--- src/rtl/sr_latch_driver.sv ---
// sr_latch_driver: clocked initiator for a LUT feedback set/reset latch; confirms each change via synchronized fb.
// Latency: no-op request done next cycle, else pulse + GAP_CYCLES + 1; req_ready only in IDLE, valid elsewhere ignored.
// Optional SR_LATCH_DRIVER_UPSET_EN: idle-time detection of latch flips not caused by this block.
module sr_latch_driver #(
   parameter logic RVAL        = 1'b0,
   parameter logic SET_INV     = 1'b0,
   parameter logic RESET_INV   = 1'b0,
   parameter int   PULSE_MIN   = 2,
   parameter int   TIMEOUT     = 16,
   parameter int   GAP_CYCLES  = 1,
   parameter int   SYNC_STAGES = 2
) (
   input  logic clk,
   input  logic rst,
   input  logic req_valid,
   input  logic req_value,
   output logic req_ready,
   input  logic fb,
   output logic set,
   output logic reset,
   output logic done,
   output logic err,
   output logic cur_value,
   output logic upset
);

   localparam int CNT_W = $clog2(TIMEOUT + 1);
   localparam int GAP_W = $clog2(GAP_CYCLES + 1);
   localparam logic [CNT_W-1:0] PULSE_MIN_C = CNT_W'(PULSE_MIN);
   localparam logic [CNT_W-1:0] TIMEOUT_C   = CNT_W'(TIMEOUT);
   localparam logic [CNT_W-1:0] CNT_MAX     = {CNT_W{1'b1}};
   localparam logic [GAP_W-1:0] GAP_C       = GAP_W'(GAP_CYCLES);

   typedef enum logic [1:0] {
      S_IDLE  = 2'd0,
      S_DRIVE = 2'd1,
      S_GAP   = 2'd2
   } state_t;

   state_t                 state_q, state_d;
   logic                   tgt_q, tgt_d;
   logic [CNT_W-1:0]       cnt_q, cnt_d;
   logic [GAP_W-1:0]       gap_q, gap_d;
   logic                   fail_q, fail_d;
   logic                   set_q, set_d;
   logic                   reset_q, reset_d;
   logic                   done_q, done_d;
   logic                   err_q, err_d;
   logic                   cur_value_q, cur_value_d;
   logic [SYNC_STAGES-1:0] sync_q, sync_d;
   logic                   fb_sync;
   logic                   drive_next;
`ifdef SR_LATCH_DRIVER_UPSET_EN
   logic                   mis_q, mis_d;
   logic                   upset_q, upset_d;
`endif

   // fb is asynchronous to clk; only the last stage is ever looked at.
   assign sync_d  = {sync_q[SYNC_STAGES-2:0], fb};
   assign fb_sync = sync_q[SYNC_STAGES-1];

   always_comb begin
      state_d     = state_q;
      tgt_d       = tgt_q;
      cnt_d       = cnt_q;
      gap_d       = gap_q;
      fail_d      = fail_q;
      done_d      = 1'b0;
      err_d       = 1'b0;
      cur_value_d = cur_value_q;
`ifdef SR_LATCH_DRIVER_UPSET_EN
      mis_d       = 1'b0;
      upset_d     = 1'b0;
`endif
      case (state_q)
         S_IDLE: begin
            if (req_valid) begin
               tgt_d  = req_value;
               fail_d = 1'b0;
               if ((req_value == cur_value_q) && (fb_sync == req_value)) begin
                  done_d = 1'b1;
               end else begin
                  state_d = S_DRIVE;
                  cnt_d   = CNT_W'(1);
               end
            end else begin
`ifdef SR_LATCH_DRIVER_UPSET_EN
               // A flip must persist two idle cycles before it is believed.
               if (fb_sync != cur_value_q) begin
                  if (mis_q) begin
                     upset_d     = 1'b1;
                     cur_value_d = fb_sync;
                  end else begin
                     mis_d = 1'b1;
                  end
               end
`endif
            end
         end
         S_DRIVE: begin
            if ((cnt_q >= PULSE_MIN_C) && (fb_sync == tgt_q)) begin
               state_d     = S_GAP;
               gap_d       = GAP_W'(1);
               cur_value_d = tgt_q;
            end else if (cnt_q >= TIMEOUT_C) begin
               state_d     = S_GAP;
               gap_d       = GAP_W'(1);
               fail_d      = 1'b1;
               cur_value_d = fb_sync;
            end else if (cnt_q != CNT_MAX) begin
               cnt_d = cnt_q + CNT_W'(1);
            end
         end
         S_GAP: begin
            if (gap_q >= GAP_C) begin
               state_d = S_IDLE;
               done_d  = 1'b1;
               err_d   = fail_q;
            end else begin
               gap_d = gap_q + GAP_W'(1);
            end
         end
         default: begin
            state_d = S_IDLE;
         end
      endcase

      // Pins follow the next state so the pulse starts on the accept edge and both are never active together.
      drive_next = (state_d == S_DRIVE);
      set_d      = (drive_next & tgt_d) ^ SET_INV;
      reset_d    = (drive_next & ~tgt_d) ^ RESET_INV;
   end

   always_ff @(posedge clk or negedge rst) begin
      if (!rst) begin
         state_q     <= S_IDLE;
         tgt_q       <= RVAL;
         cnt_q       <= '0;
         gap_q       <= '0;
         fail_q      <= 1'b0;
         set_q       <= SET_INV;
         reset_q     <= RESET_INV;
         done_q      <= 1'b0;
         err_q       <= 1'b0;
         cur_value_q <= RVAL;
         sync_q      <= {SYNC_STAGES{RVAL}};
      end else begin
         state_q     <= state_d;
         tgt_q       <= tgt_d;
         cnt_q       <= cnt_d;
         gap_q       <= gap_d;
         fail_q      <= fail_d;
         set_q       <= set_d;
         reset_q     <= reset_d;
         done_q      <= done_d;
         err_q       <= err_d;
         cur_value_q <= cur_value_d;
         sync_q      <= sync_d;
      end
   end

`ifdef SR_LATCH_DRIVER_UPSET_EN
   always_ff @(posedge clk or negedge rst) begin
      if (!rst) begin
         mis_q   <= 1'b0;
         upset_q <= 1'b0;
      end else begin
         mis_q   <= mis_d;
         upset_q <= upset_d;
      end
   end
   assign upset = upset_q;
`else
   assign upset = 1'b0;
`endif

   assign req_ready = (state_q == S_IDLE);
   assign set       = set_q;
   assign reset     = reset_q;
   assign done      = done_q;
   assign err       = err_q;
   assign cur_value = cur_value_q;

endmodule

--- config.mk ---
export PLATFORM = sky130hd
export DESIGN_NAME = sr_latch_driver
export DESIGN_NICKNAME = d
export VERILOG_FILES = /design/src/rtl/sr_latch_driver.sv
export SDC_FILE = /design/constraint.sdc
export NUM_CORES = 1
export LEC_CHECK = 0
export BUFFER_PORTS_ARGS = -buffer_cell sky130_fd_sc_hd__buf_2
export CORE_UTILIZATION = 54
export DETAILED_ROUTE_END_ITERATION = 8
export PLACE_DENSITY = 0.8
export REMOVE_ABC_BUFFERS = 1
export SYNTH_ARGS = -nofsm -noshare
export SYNTH_HDL_FRONTEND = slang
export SYNTH_SLANG_ARGS = --single-unit
--- constraint.sdc ---
create_clock -name clk -period 2.6 [get_ports clk]
set_input_delay 0.52 -clock clk [delete_from_list [all_inputs] [get_ports clk]]
set_output_delay 0.52 -clock clk [all_outputs]
set_load 0.1 [all_outputs]
==> After elaboration in Yosys (flattened, before gate mapping) <==
Index checks and enable logic that the tools add are counted.
{ "op_classes": {"add_sub_neg": 2, "n_lt_le_gt_ge": 3, "n_eq_ne": 15, "muxes": 29, "n_bitwise": 3, "n_reduce_logical": 10} }
{ "op_table": {"columns": ["op", "n"], "rows": [
  ["two-way mux 5 bit", 5],
  ["two-way mux 1 bit", 14],
  ["inequality test 2 bit (second input constant)", 7],
  ["two-way mux 2 bit", 5],
  ["one-hot mux 5 bit (2 select lines)", 1],
  ["one-hot mux 1 bit (2 select lines)", 3],
  ["one-hot mux 2 bit (3 select lines)", 1],
  ["AND reduction 6 bit", 1],
  ["nonzero test 2 bit", 3],
  ["adder 5 x 1 -> 5 bit (second input constant)", 1],
  [">= comparator 5 x 2 -> 1 bit (second input constant)", 1],
  [">= comparator 5 bit (second input constant)", 1],
  ["inequality test 5 bit (second input constant)", 1],
  ["equality test 2 x 1 -> 1 bit (second input constant)", 2],
  ["AND reduction 4 bit", 1],
  ["equality test 1 bit", 3],
  ["inequality test 3 bit (second input constant)", 1],
  ["AND reduction 3 bit", 1],
  ["AND 1 bit", 2],
  ["equality test 2 bit (second input constant)", 1],
  ["logical AND 1 bit", 2],
  ["logical NOT 2 bit", 1],
  ["AND reduction 2 bit", 1],
  ["adder 1 bit (second input constant)", 1],
  ["other kinds (2)", 2]
]} }
{ "word_totals": {"register_bits": 17, "in_bits": 5, "out_inout_bits": 7, "elab_cells": 73} }

==> Longest topological paths before layout <==
{ "depth": {"word_depth": 7, "depth_mapped": 7, "depth_no_buf": 7} }

==> Least setup slack after synthesis <==
Ideal clock, no wire load.
{ "synth_timing": {"path_kind": "reg2out", "startpoint": "register state_q[0]", "endpoint": "output req_ready", "arrival_time_ps": 1818, "required_time_ps": 2080, "path_slack_ps": 262, "stages_incl_launch_ff": 3, "path_buffers": 1, "path_cell_list": "dfrtp_1 clkbuf_1 nor2_1"} }
{ "synth_between": {"elab_chain_cells": 1} }
{ "synth_rtl": {"columns": ["element", "line_no", "rtl"], "rows": [
  ["start: declaration", "40", "state_t state_q, state_d;"],
  ["start signal: assignment", "148", "state_q <= state_d;"],
  ["logical NOT 2 bit", "177", "assign req_ready = (state_q == S_IDLE);"],
  ["end: declaration", "17", "output logic req_ready,"]
]} }
No other way between the ends.

==> Worst setup path in the final report <==
{ "layout_timing": {"startpoint": "register cnt_q[1]", "endpoint": "register cnt_q[1]"} }
{ "layout_between": {"elab_chain_cells": 5, "word_cells_on_any_way": 13, "classes_between": "add/sub: 1; order compare: 2; eq/ne: 4; mux: 4; reduce/logical: 2"} }
{ "layout_rtl": {"columns": ["element", "line_no", "rtl"], "rows": [
  ["start: declaration", "42", "logic [CNT_W-1:0] cnt_q, cnt_d;"],
  ["start signal: assignment", "150", "cnt_q <= cnt_d;"],
  ["adder 5 x 1 -> 5 bit", "111", "cnt_d = cnt_q + CNT_W'(1);"],
  ["two-way mux 5 bit", "110", "end else if (cnt_q != CNT_MAX) begin"],
  ["two-way mux 5 bit", "105", "end else if (cnt_q >= TIMEOUT_C) begin"],
  ["two-way mux 5 bit", "101", "if ((cnt_q >= PULSE_MIN_C) && (fb_sync == tgt_q)) begin"],
  ["one-hot mux 5 bit (2 select lines)", "75", "case (state_q)"]
]} }
Parallel ways exist; a longest one is shown, timed or not. The select of a mux whose other input is x is not followed.
A chain may end at the register's enable or synchronous reset.

==> impl_metrics.ini <==
[yosys]
synth-edff-count = 0
synth_top_family_by_area = simple AND/OR/NAND/NOR gates
synthCells = 77
yosys_most_used_dff = dfrtp_1
syn-mean-instance-area_um2 = 11.0
synthAdderAreaFrac_pct = 4.43
ys_seq_area_share_pct = 50.2
synth-seq-cells = 17
muxShareOfSynthArea_pct = 7.98
yosys_warnings = 0
syn_area_um2 = 847
synth_xor_area_share_pct = 1.03
synth_cell_types = 34
postSynth.asyncResetShare_pct = 100
synth-compound-area-share_pct = 12.1
synth_simple_gate_area_share_pct = 19.8

[clocking]
cts_tree = built
clock_path_buffers = 2
numClockSinks = 17
post-cts-setup-buffer-count = 0
clk_pin_slew_ps = 90
insertion_delay_ps = 290
cts_buffers = 3
ctsRootBufferMaster = clkbuf_4
cts_resized = 0
cts.hold.buffers_added = 0
htreeDepth = 1

[placed_design]
placed_area_um2 = 905
hpwlAfterDp_um = 1040
post-place-cells = 100
portBuffers = 10
gp_congestion = 0.757

[critical_path]
worstPathArrival_ps = 2450
cp-endpoint = cnt_q[1]$_DFFE_PN0P_
crit_path_max_fanout = 5
crit_start = cnt_q[1]$_DFFE_PN0P_
timing.critical_path.mode_cell = ha_1
ff2ff_path_depth = 7
required_ps = 2780
rr_startpoint = cnt_q[1]$_DFFE_PN0P_
max_stage_delay_ps = 440
r2r_slack_ps = 330
critical_path_class = reg -> reg
cp_slowest_cell = dfrtp_1
crit_chain = ha_1 -> and3_2 -> ha_1 -> nor4b_1 -> nor2_1 -> nor3_4 -> mux2_4
critPathCaptureType = register
r2r-end = cnt_q[1]$_DFFE_PN0P_
start_kind = register

[final_layout]
mostFrequentLayoutCells = dfrtp_1, buf_2, nor2_1, inv_1, nand3_1
largest-register = cnt_q
finalInstanceArea_um2 = 932
final_common_cell = dfrtp_1
area_growth_pct = 10.0
largest_reg_flops = 5
num-nets-final = 98
layout-drive-gt1-share_pct = 27.0
diodes = 0
stdcell_count = 104
top_regs = cnt_q x5, state_q x2, sync_q x2

[floorplan]
initial_utilization_pct = 61.3
die_h_um = 41.6
fp.dieW_um = 41.6
die_area_mm2 = 0.00173
rows = 13
pin_count = 12
coreArea_mm2 = 0.00138

[timing]
timing_hold_violations_final = 0
drv_slew = 0
max_freq_mhz = 441
setup_tns_ps = 0
worstMarginPinSlew_ps = 501
post-route-period-util_pct = 87.2
fin_crit_ps = 2270
relSlewSlack_pct = 66.6
clock_skew_ps = 0.682
rsz0062_at_grt = no
setup_violations = 0

[route]
drt_iter0_drc = 11
drc = 0
firstDrtPassIters = 4
drt_wl_total_um = 1330
num_vias = 583
ant_nets = 0
post_drt_wl_per_cell_um = 12.8
viasPerCell = 5.61

[hold_path]
hold_path_class = in -> async

[grt]
grt_max_degree = 18
grt_util_all_layers_pct = 18.3
grt_pass1_vias = 574
antenna_found_initial = 0
grt_overflow = 0
grt_pass1_wl_um = 2370

[run]
max_cap_violations = 0

[status]
status = complete, no violations
## how the worst min path moves through the flow
stage,start,depth (start not counted),end,slack [ps]
2_1_floorplan,rst,0,cnt_q[0]$_DFFE_PN0P_,220
4_1_cts,rst,1,state_q[1]$_DFF_PN0_,130
3_3_place_gp,sync_q[0]$_DFF_PN0_,0,sync_q[1]$_DFF_PN0_,340
5_1_grt,rst,1,cnt_q[1]$_DFFE_PN0P_,150
6_report,rst,1,gap_q$_DFFE_PN0P_,130
3_5_place_dp,sync_q[0]$_DFF_PN0_,0,sync_q[1]$_DFF_PN0_,340
## worst max-delay path, delay by kind of cell (launching register included)
family | cells | cell delay [ps]
AND/OR/NAND/NOR | 4 | 990
flip-flops | 1 | 440
adder cells (fa/ha/maj) | 2 | 410
multiplexers | 1 | 320
## metal layers
layer | GRT usage (%) | share of wire (%) | vias up
met4 | 9.68 | 1.9 | 0
met3 | 3.91 | 3.2 | 4
met1 | 24.3 | 50 | 272
met2 | 28.1 | 45 | 12
li1 | - | - | 295
met5 | 0 | 0 | -
## stage by stage
stage / hold slack (ps) / utilization [%] / setup slack (ps)
5_1_grt: 146 / 67.4 / 125
2_1_floorplan: 224 / - / 346
3_3_place_gp: 341 / 65.4 / 454
3_5_place_dp: 345 / 65.4 / 375
6_report: 127 / 67.4 / 334
4_1_cts: 133 / 67.4 / 350
## final cells by class
| class | instances | area, um2 |
|---|---|---|
| sequential | 17 | 425 |
| inverter | 6 | 22.5 |
| tap | 15 | 18.8 |
| multi-input combinational | 52 | 388 |
| fill | 114 | 450 |
| clock inverter | 1 | 5.00 |
| timing repair buffer | 10 | 50.0 |
| clock buffer | 3 | 22.5 |
## cells in the mapped netlist, types with 2 or more instances
cell / instances / area share (%)
o21ai_0: 2 / 1.2
mux2_2: 2 / 2.7
o21a_1: 2 / 1.8
nand2_1: 3 / 1.3
a21oi_1: 3 / 1.8
or3_1: 2 / 1.5
ha_1: 3 / 4.4
mux2i_1: 3 / 3.5
nand3_1: 4 / 2.4
inv_1: 6 / 2.7
nor2_1: 8 / 3.5
dfrtp_1: 17 / 50
## cells by family after synthesis
group                    Yosys count
multiplexers                       6
AND/OR/NAND/NOR                   28
adder cells (fa/ha/maj)            3
flip-flops                        17
AO/OA/AOI/OAI                     13
XOR/XNOR                           1
other                              1
buffers and inverters              8
Power is not shown: default switching activity piles up to over one toggle a cycle in this logic, so the estimate is an artifact.
